===== src/rtl/i2c_target.sv =====
// I2C target (7-bit address) with register-pointer write and sequential read access.
// Optional SCL/SDA 3-sample majority glitch filter: define I2C_TARGET_GLITCH_FILTER_EN.
module i2c_target #(
    parameter logic [6:0] TARGET_ADDR = 7'h42
) (
    input  logic       clk,
    input  logic       rst,
    input  logic       scl_i,
    input  logic       sda_i,
    output logic       sda_oe,
    output logic [7:0] reg_addr,
    output logic       wr_en,
    output logic [7:0] wr_data,
    output logic       rd_req,
    input  logic [7:0] rd_data,
    output logic       busy
);

    typedef enum logic [3:0] {
        ST_IDLE      = 4'd0,
        ST_ADDR      = 4'd1,
        ST_ADDR_ACK  = 4'd2,
        ST_PTR       = 4'd3,
        ST_PTR_ACK   = 4'd4,
        ST_WDATA     = 4'd5,
        ST_WDATA_ACK = 4'd6,
        ST_RDATA     = 4'd7,
        ST_RDATA_ACK = 4'd8,
        ST_IGNORE    = 4'd9
    } state_e;

    state_e     state_q, state_d;
    logic       scl_s1_q, scl_s2_q, sda_s1_q, sda_s2_q;
    logic       scl_prev_q, sda_prev_q;
    logic       scl_s, sda_s;
    logic       busy_q, busy_d;
    logic       sda_oe_q, sda_oe_d;
    logic [3:0] bit_cnt_q, bit_cnt_d;
    logic [7:0] shift_q, shift_d;
    logic [7:0] reg_addr_q, reg_addr_d;
    logic [7:0] wr_data_q, wr_data_d;
    logic       wr_en_q, wr_en_d;
    logic       rd_req_q, rd_req_d;
    logic       first_wr_q, first_wr_d;
    logic       ack_q, ack_d;
    logic       scl_rise, scl_fall, start_det, stop_det;
    logic [7:0] rx_byte;
    logic       addr_match;

`ifdef I2C_TARGET_GLITCH_FILTER_EN
    logic [1:0] scl_hist_q, sda_hist_q;
    logic       scl_flt_q, sda_flt_q;

    function automatic logic maj3(input logic [2:0] v);
        return (v[0] & v[1]) | (v[0] & v[2]) | (v[1] & v[2]);
    endfunction

    // Majority vote over the last three synchronized samples; single-cycle pulses vanish.
    always_ff @(posedge clk) begin
        if (rst) begin
            scl_hist_q <= 2'b11;
            sda_hist_q <= 2'b11;
            scl_flt_q  <= 1'b1;
            sda_flt_q  <= 1'b1;
        end else begin
            scl_hist_q <= {scl_hist_q[0], scl_s2_q};
            sda_hist_q <= {sda_hist_q[0], sda_s2_q};
            scl_flt_q  <= maj3({scl_hist_q, scl_s2_q});
            sda_flt_q  <= maj3({sda_hist_q, sda_s2_q});
        end
    end

    assign scl_s = scl_flt_q;
    assign sda_s = sda_flt_q;
`else
    assign scl_s = scl_s2_q;
    assign sda_s = sda_s2_q;
`endif

    assign scl_rise   = scl_s & ~scl_prev_q;
    assign scl_fall   = ~scl_s & scl_prev_q;
    assign start_det  = scl_s & scl_prev_q & sda_prev_q & ~sda_s;
    assign stop_det   = scl_s & scl_prev_q & ~sda_prev_q & sda_s;
    assign rx_byte    = {shift_q[6:0], sda_s};
    assign addr_match = (shift_q[7:1] == TARGET_ADDR);

    // State register, synchronizers (idle-bus reset value) and datapath flops.
    always_ff @(posedge clk) begin
        if (rst) begin
            state_q    <= ST_IDLE;
            scl_s1_q   <= 1'b1;
            scl_s2_q   <= 1'b1;
            sda_s1_q   <= 1'b1;
            sda_s2_q   <= 1'b1;
            scl_prev_q <= 1'b1;
            sda_prev_q <= 1'b1;
            busy_q     <= 1'b0;
            sda_oe_q   <= 1'b0;
            bit_cnt_q  <= 4'd0;
            shift_q    <= 8'h00;
            reg_addr_q <= 8'h00;
            wr_data_q  <= 8'h00;
            wr_en_q    <= 1'b0;
            rd_req_q   <= 1'b0;
            first_wr_q <= 1'b0;
            ack_q      <= 1'b0;
        end else begin
            state_q    <= state_d;
            scl_s1_q   <= scl_i;
            scl_s2_q   <= scl_s1_q;
            sda_s1_q   <= sda_i;
            sda_s2_q   <= sda_s1_q;
            scl_prev_q <= scl_s;
            sda_prev_q <= sda_s;
            busy_q     <= busy_d;
            sda_oe_q   <= sda_oe_d;
            bit_cnt_q  <= bit_cnt_d;
            shift_q    <= shift_d;
            reg_addr_q <= reg_addr_d;
            wr_data_q  <= wr_data_d;
            wr_en_q    <= wr_en_d;
            rd_req_q   <= rd_req_d;
            first_wr_q <= first_wr_d;
            ack_q      <= ack_d;
        end
    end

    // Next-state logic; byte states hand over to their ACK state on the 8th SCL fall.
    always_comb begin
        state_d = state_q;
        if (start_det) begin
            state_d = ST_ADDR;
        end else if (stop_det) begin
            state_d = ST_IDLE;
        end else begin
            case (state_q)
                ST_ADDR: begin
                    if (scl_fall && bit_cnt_q == 4'd8) state_d = addr_match ? ST_ADDR_ACK : ST_IGNORE;
                    else state_d = ST_ADDR;
                end
                ST_ADDR_ACK: begin
                    if (scl_fall) state_d = shift_q[0] ? ST_RDATA : (first_wr_q ? ST_PTR : ST_WDATA);
                    else state_d = ST_ADDR_ACK;
                end
                ST_PTR: begin
                    if (scl_fall && bit_cnt_q == 4'd8) state_d = ST_PTR_ACK;
                    else state_d = ST_PTR;
                end
                ST_PTR_ACK, ST_WDATA_ACK: begin
                    if (scl_fall) state_d = ST_WDATA;
                    else state_d = state_q;
                end
                ST_WDATA: begin
                    if (scl_fall && bit_cnt_q == 4'd8) state_d = ST_WDATA_ACK;
                    else state_d = ST_WDATA;
                end
                ST_RDATA: begin
                    if (scl_fall && bit_cnt_q == 4'd8) state_d = ST_RDATA_ACK;
                    else state_d = ST_RDATA;
                end
                ST_RDATA_ACK: begin
                    if (scl_fall) state_d = ack_q ? ST_RDATA : ST_IGNORE;
                    else state_d = ST_RDATA_ACK;
                end
                ST_IDLE:   state_d = ST_IDLE;
                ST_IGNORE: state_d = ST_IGNORE;
                default:   state_d = ST_IDLE;
            endcase
        end
    end

    // Output and datapath logic: shifting, strobes, SDA drive and pointer updates.
    always_comb begin
        busy_d     = busy_q;
        sda_oe_d   = sda_oe_q;
        bit_cnt_d  = bit_cnt_q;
        shift_d    = shift_q;
        reg_addr_d = reg_addr_q;
        wr_data_d  = wr_data_q;
        wr_en_d    = 1'b0;
        rd_req_d   = 1'b0;
        first_wr_d = first_wr_q;
        ack_d      = ack_q;
        if (start_det) begin
            busy_d     = 1'b1;
            sda_oe_d   = 1'b0;
            bit_cnt_d  = 4'd0;
            shift_d    = 8'h00;
            first_wr_d = ~busy_q | first_wr_q;
        end else if (stop_det) begin
            busy_d     = 1'b0;
            sda_oe_d   = 1'b0;
            bit_cnt_d  = 4'd0;
            shift_d    = 8'h00;
            first_wr_d = 1'b0;
        end else begin
            case (state_q)
                ST_ADDR, ST_PTR, ST_WDATA: begin
                    if (scl_rise && bit_cnt_q < 4'd8) begin
                        shift_d   = rx_byte;
                        bit_cnt_d = bit_cnt_q + 4'd1;
                        if (bit_cnt_q == 4'd7 && state_q == ST_PTR) begin
                            reg_addr_d = rx_byte;
                            first_wr_d = 1'b0;
                        end else if (bit_cnt_q == 4'd7 && state_q == ST_WDATA) begin
                            wr_en_d   = 1'b1;
                            wr_data_d = rx_byte;
                        end else begin
                            wr_en_d = 1'b0;
                        end
                    end else if (scl_fall && bit_cnt_q == 4'd8) begin
                        sda_oe_d = (state_q != ST_ADDR) || addr_match;
                    end else begin
                        sda_oe_d = 1'b0;
                    end
                end
                ST_ADDR_ACK, ST_PTR_ACK, ST_WDATA_ACK: begin
                    if (scl_fall) begin
                        sda_oe_d  = 1'b0;
                        bit_cnt_d = 4'd0;
                        rd_req_d  = (state_q == ST_ADDR_ACK) && shift_q[0];
                        if (state_q == ST_WDATA_ACK) reg_addr_d = reg_addr_q + 8'd1;
                        else reg_addr_d = reg_addr_q;
                    end else begin
                        sda_oe_d = sda_oe_q;
                    end
                end
                ST_RDATA: begin
                    // rd_data is valid the cycle after the rd_req strobe.
                    if (rd_req_q) begin
                        shift_d  = rd_data;
                        sda_oe_d = ~rd_data[7];
                    end else if (scl_rise && bit_cnt_q < 4'd8) begin
                        bit_cnt_d = bit_cnt_q + 4'd1;
                    end else if (scl_fall && bit_cnt_q == 4'd8) begin
                        sda_oe_d = 1'b0;
                    end else if (scl_fall && bit_cnt_q != 4'd0) begin
                        shift_d  = {shift_q[6:0], 1'b0};
                        sda_oe_d = ~shift_q[6];
                    end else begin
                        sda_oe_d = sda_oe_q;
                    end
                end
                ST_RDATA_ACK: begin
                    if (scl_rise) begin
                        ack_d = ~sda_s;
                    end else if (scl_fall) begin
                        reg_addr_d = reg_addr_q + 8'd1;
                        bit_cnt_d  = 4'd0;
                        rd_req_d   = ack_q;
                    end else begin
                        ack_d = ack_q;
                    end
                end
                default: sda_oe_d = 1'b0;
            endcase
        end
    end

    assign sda_oe   = sda_oe_q;
    assign reg_addr = reg_addr_q;
    assign wr_en    = wr_en_q;
    assign wr_data  = wr_data_q;
    assign rd_req   = rd_req_q;
    assign busy     = busy_q;

endmodule


===== config.mk =====
export PLATFORM = sky130hd
export DESIGN_NAME = i2c_target
export DESIGN_NICKNAME = d
export VERILOG_FILES = /design/src/rtl/i2c_target.sv
export SDC_FILE = /design/constraint.sdc
export NUM_CORES = 1
export LEC_CHECK = 0
export BUFFER_PORTS_ARGS = -buffer_cell sky130_fd_sc_hd__buf_2
export CORE_AREA = 4 4 77 65
export CTS_CLUSTER_DIAMETER = 50
export DETAILED_ROUTE_END_ITERATION = 16
export DIE_AREA = 0 0 81 69
export GPL_ROUTABILITY_DRIVEN = 1
export PLACE_DENSITY = 0.78
export SLEW_MARGIN = 15
export SYNTH_ARGS = -nofsm -noshare
export SYNTH_HDL_FRONTEND = slang
export SYNTH_SLANG_ARGS = --single-unit

===== constraint.sdc =====
create_clock -name clk -period 2.8 [get_ports clk]
set_clock_uncertainty 0.1 [all_clocks]
set_input_delay 0.42 -clock clk [delete_from_list [all_inputs] [get_ports clk]]
set_output_delay 0.42 -clock clk [all_outputs]
set_load 0.01 [all_outputs]

### Yosys cells after proc, flatten, opt, wreduce, memory -nomap -nowiden

Cells that the tools add are included.

| operators by class | value |
|---|---|
| divide/modulo/power cells | 0 |
| muxes and demuxes | 52 |
| bitwise logic cells | 21 |
| equality and inequality tests | 27 |
| $add $sub $neg | 2 |
| multiply operators | 0 |
| magnitude comparators | 1 |
| reduce and logical (&&, ||, !) cells | 27 |
| shifts and indexed selects | 0 |

Operators by type and width:

| operator | number |
|---|---|
| 8-bit 2-to-1 mux | 11 |
| 4-bit 2-to-1 mux | 10 |
| 4-bit case mux with 8 select lines | 1 |
| 8-bit case mux with 3 select lines | 1 |
| 4-bit by 3-bit == test with 1-bit output, second input constant | 5 |
| 1-bit 2-to-1 mux | 20 |
| 2-bit != test, second input constant | 9 |
| 4-bit case mux with 4 select lines | 1 |
| 8-bit case mux with 2 select lines | 1 |
| 1-bit NOT | 13 |
| 4-bit == test, second input constant | 3 |
| 3-bit 2-to-1 mux | 4 |
| 3-bit nonzero test | 4 |
| 5-bit AND reduction | 2 |
| 3-bit != test, second input constant | 3 |
| 9-bit AND reduction | 1 |
| 3-bit OR reduction | 3 |
| 8-bit by 1-bit adder with 8-bit output, second input constant | 1 |
| 4-bit by 2-bit == test with 1-bit output, second input constant | 2 |
| 4-bit != test, second input constant | 2 |
| 4-bit nonzero test | 2 |
| 1-bit AND | 7 |
| 7-bit == test, second input constant | 1 |
| 1-bit logical AND | 6 |
| 15 further kinds | 17 |

| word-level totals | value |
|---|---|
| logic and storage cells | 148 |
| bits in registers | 44 |
| latch bits | 0 |
| RAM bits | 0 |
| bits of input ports | 12 |
| memories | 0 |
| output and inout port bits | 20 |
| ROM bits | 0 |

### Logic depth before layout (Yosys ltp)

| logic depth | value |
|---|---|
| word-level depth | 8 |
| depth in mapped cells | 8 |
| gate-level depth less buffers | 7 |

### Worst setup path before layout

No wires, ideal clock.

| timing | value |
|---|---|
| kind | reg-to-reg |
| start point | reg state_q[3] |
| end point | reg reg_addr_q[4] (netlist: reg_addr[4]) |
| path buffers | 3 |
| cell stages (with the launch flop) | 9 |
| data arrival time | 1.781 ns |
| slack | 0.788 ns |
| setup time | 0.132 ns |
| data required time | 2.568 ns |
| cells stage by stage | dfxtp_1 buf_2 or3b_2 clkbuf_1 a21oi_2 buf_4 a41oi_1 o21ai_0 a21oi_1 |

| between the ends | value |
|---|---|
| longest elaborated chain between the ends | 4 |
| elaborated cells between the ends (all ways) | 19 |
| those cells by class | 13 x eq/ne; 1 x mux; 5 x reduce/logical |

RTL lines:

| element | line | source |
|---|---|---|
| start, declared | 32 | `state_e state_q, state_d;` |
| start signal, assigned | 108 | `state_q <= state_d;` |
| 4-bit by 2-bit == test with 1-bit output (tied with other cells) | 197 | `case (state_q)` |
| 3-bit OR reduction / 1-bit logical AND (equally long branches) | 197, 202 |  |
| 2-bit != test (no source line) / 3-bit nonzero test (equally long branches) | -- |  |
| 9-bit AND reduction (no source line) | -- |  |
| end signal, assigned | 119 | `reg_addr_q <= reg_addr_d;` |
| end, declared | 40 | `logic [7:0] reg_addr_q, reg_addr_d;` |

Several ways; a longest one is shown, not always the timed one.
A chain may end at the register's enable or synchronous reset.

### Worst setup path after layout

| timing | value |
|---|---|
| start point | reg state_q[1] |
| end point | reg reg_addr_q[1] (netlist: reg_addr[1]) |

The elaborated chain is that of the path after synthesis.

==> impl_metrics.py <==
metrics = {
    "clocking": {
        "insertion_delay_ns": 0.30,
        "cts-root-buf": "clkbuf_8",
        "clockBufferDepth": 2,
        "cts_tree": "yes",
        "cts_hold_buf": 0,
        "cts_resized": 0,
        "cts.sinks": 44,
        "numCtsBuffers": 5,
        "htree_levels": 2,
        "clk_pin_slew_ns": 0.08,
        "cts_setup_buffers": 0,
    },
    "placed_design": {
        "pre_cts_slack_ns": 0.434,
        "port_buffers": 31,
        "gp_congestion": 0.978,
        "dp.cells": 364,
        "dpl_cell_area_sq_um": 2550,
        "dp_hpwl_microns": 4230,
    },
    "setup_path": {
        "crit_path_end_kind": "flop",
        "worstPathRequired_ns": 2.91,
        "startpoint_type": "flop",
        "crit_fanout": 18,
        "arrival_ns": 2.53,
        "criticalPathCategory": "flop to flop",
    },
    "global_routing": {
        "antenna_found_initial": 0,
        "grt_pass1_vias": 2029,
        "grt_start_max_net_pins": 27,
        "grt-ovfl-total": 0,
        "grt_usage_pct": 22.8,
        "grt_pass1_wl_microns": 10000,
    },
    "synthesis": {
        "yosys-top-cells-count": "dfxtp_1 (44), nor2_1 (38), nand2_1 (23)",
        "yosysMostFrequentCell": "dfxtp_1",
        "syn_inst": 288,
        "avgSynthCellArea_sq_um": 8.20,
        "synth-seq-area-share_pct": 37.3,
        "yosysUniqueCellTypes": 52,
        "synth-seq-cells": 44,
        "ys_top_cells_by_area": "dfxtp_1 (37%), nor2_1 (6.0%), a21oi_1 (3.8%), mux2i_1 (3.8%), nand2_1 (3.7%)",
        "synth_area_sq_um": 2360,
        "synth_top_area_share_pct": 37.3,
        "syn_nets": 303,
        "synth_ff_type": "dfxtp_1",
        "synth_edf_count": 0,
        "yosysTopAreaCell": "dfxtp_1",
        "synthArstFlopShare_pct": 0,
        "yosys_warnings": 0,
    },
    "job": {
        "maxCapViolations": 0,
    },
    "floorplanning": {
        "die_h_microns": 69,
        "coreArea_sq_um": 4150,
        "io_pins": 32,
        "initial_core_util_pct": 56.9,
        "row_count": 21,
        "die-width_microns": 81,
        "die_area_sq_um": 5590,
    },
    "drt": {
        "routed-via-count": 2223,
        "drt-initial-drc-count": 321,
        "ant_nets": 0,
        "routed_via_density": 5.98,
        "drc_errors": 0,
        "totalWireLength_microns": 6040,
        "dr.pass1.iters": 4,
        "wl_per_cell_microns": 16.2,
    },
    "sta": {
        "slew_headroom_pct": 65.3,
        "finalCritPeriodShare_pct": 86.4,
        "whs_ns": 0.205,
        "rsz0062_at_grt": "false",
        "slew_viol_final": 0,
        "worst_pin_slew_ns": 0.519,
        "setup_ws_ns": 0.379,
        "min_period_ns": 2.42,
        "timing_hold_violations_final": 0,
        "setup_tns_ns": 0,
        "setup_viol": 0,
        "fmax_mhz": 413,
    },
    "finish": {
        "area_delta_synth_final_pct": 13.2,
        "fill_cells": 368,
        "design_area_sq_um": 2670,
        "drive_gt1_share_pct": 20.3,
        "layoutNonFillerInstCount": 372,
        "antenna_cells": 0,
        "nNetsFinal": 329,
    },
    "power": {
        "p_per_area_nw_per_um2": 465,
        "ir_drop_mv": 0.280,
        "leakagePower_nw": 1.06,
    },
    "status": {
        "status": "finished clean",
    },
    "worst_hold_path": {
        "min_path_type": "primary input to flop",
    },
}
final cells by class:
type                       count  area [sq um]  area share [%]
clock buffer                   6          82.6            3.09
clock inverter                 2          38.8            1.45
inverter                       3          11.3           0.421
multi-input combinational    220          1370            51.1
sequential                    44           881            32.9
tap                           57          71.3            2.67
timing repair buffer          40           223            8.33
logic make-up after synthesis:
| group | share of synthesized area (%) |
|---|---|
| simple gates | 28.0 |
| compound gates | 22.3 |
| flops | 37.3 |
| buf+inv | 4.82 |
| mux | 5.25 |
| fa+ha+maj | 1.59 |
| xor+xnor | 0.742 |
routing by layer:
metal  vias to the layer above  global-route usage (%)  routed length [microns]
met1                      1032                    32.7                     2770
met4                         0                    4.69                       89
met3                        11                    6.77                      514
met5                         -                       0                        0
met2                        81                    33.8                     2660
li1                       1099                       -                        -
power by group:
group	total (W)	switching, W	leakage (nW)	internal [W]
combinational	0.0000870	0.0000538	0.645	0.0000332
sequential	0.000644	0.0000106	0.356	0.000634
clock	0.000512	0.000221	0.0614	0.000292
critical path, cell delays in order (launching register included):
cell       delay (ns)
dfxtp_1          0.65
nor3_1           0.13
or3_1            0.50
a2111oi_4        0.60
nor2_1           0.08
a311oi_1         0.26
per-stage QoR:
step / total power [W] / util [%]
finish: 0.00124 / 64.4
global route: 0.00129 / 64.4
CTS: 0.00125 / 64.4
detailed placement: 0.000743 / 61.5
global placement: 0.000743 / 61.5
floorplan: 0.000716 / -
path summary, 6_finish.rpt:
kind,depth (start not counted),slack [ns],from,to
hold reg to reg,1,0.31,sda_s1_q,sda_s
setup reg to reg,5,0.38,state_q[1],reg_addr[1]
hold / removal,2,0.21,sda_i,sda_s1_q
setup / recovery,5,0.38,state_q[1],reg_addr[1]
state kept, by name, summed over array words and instances (netlist names), 4 cells and up:
name	count
bit_cnt_q	4
reg_addr	8
shift_q	8
state_q	4
wr_data	8
layout by cell type, fill, tap and decap left out, drive strengths merged, types with 4 or more instances in the layout:
master and n:
nor3b 6, clkbuf 6, nand3 15, a21oi 19, and3 4, dfxtp 44, a31oi 5, nand2 23
a311oi 9, or2 7, nor2 38, buf 40, nand2b 6, o21ai 15, mux2i 9, nor2b 6
nor3 7
Power figures use the tool's default switching activity.
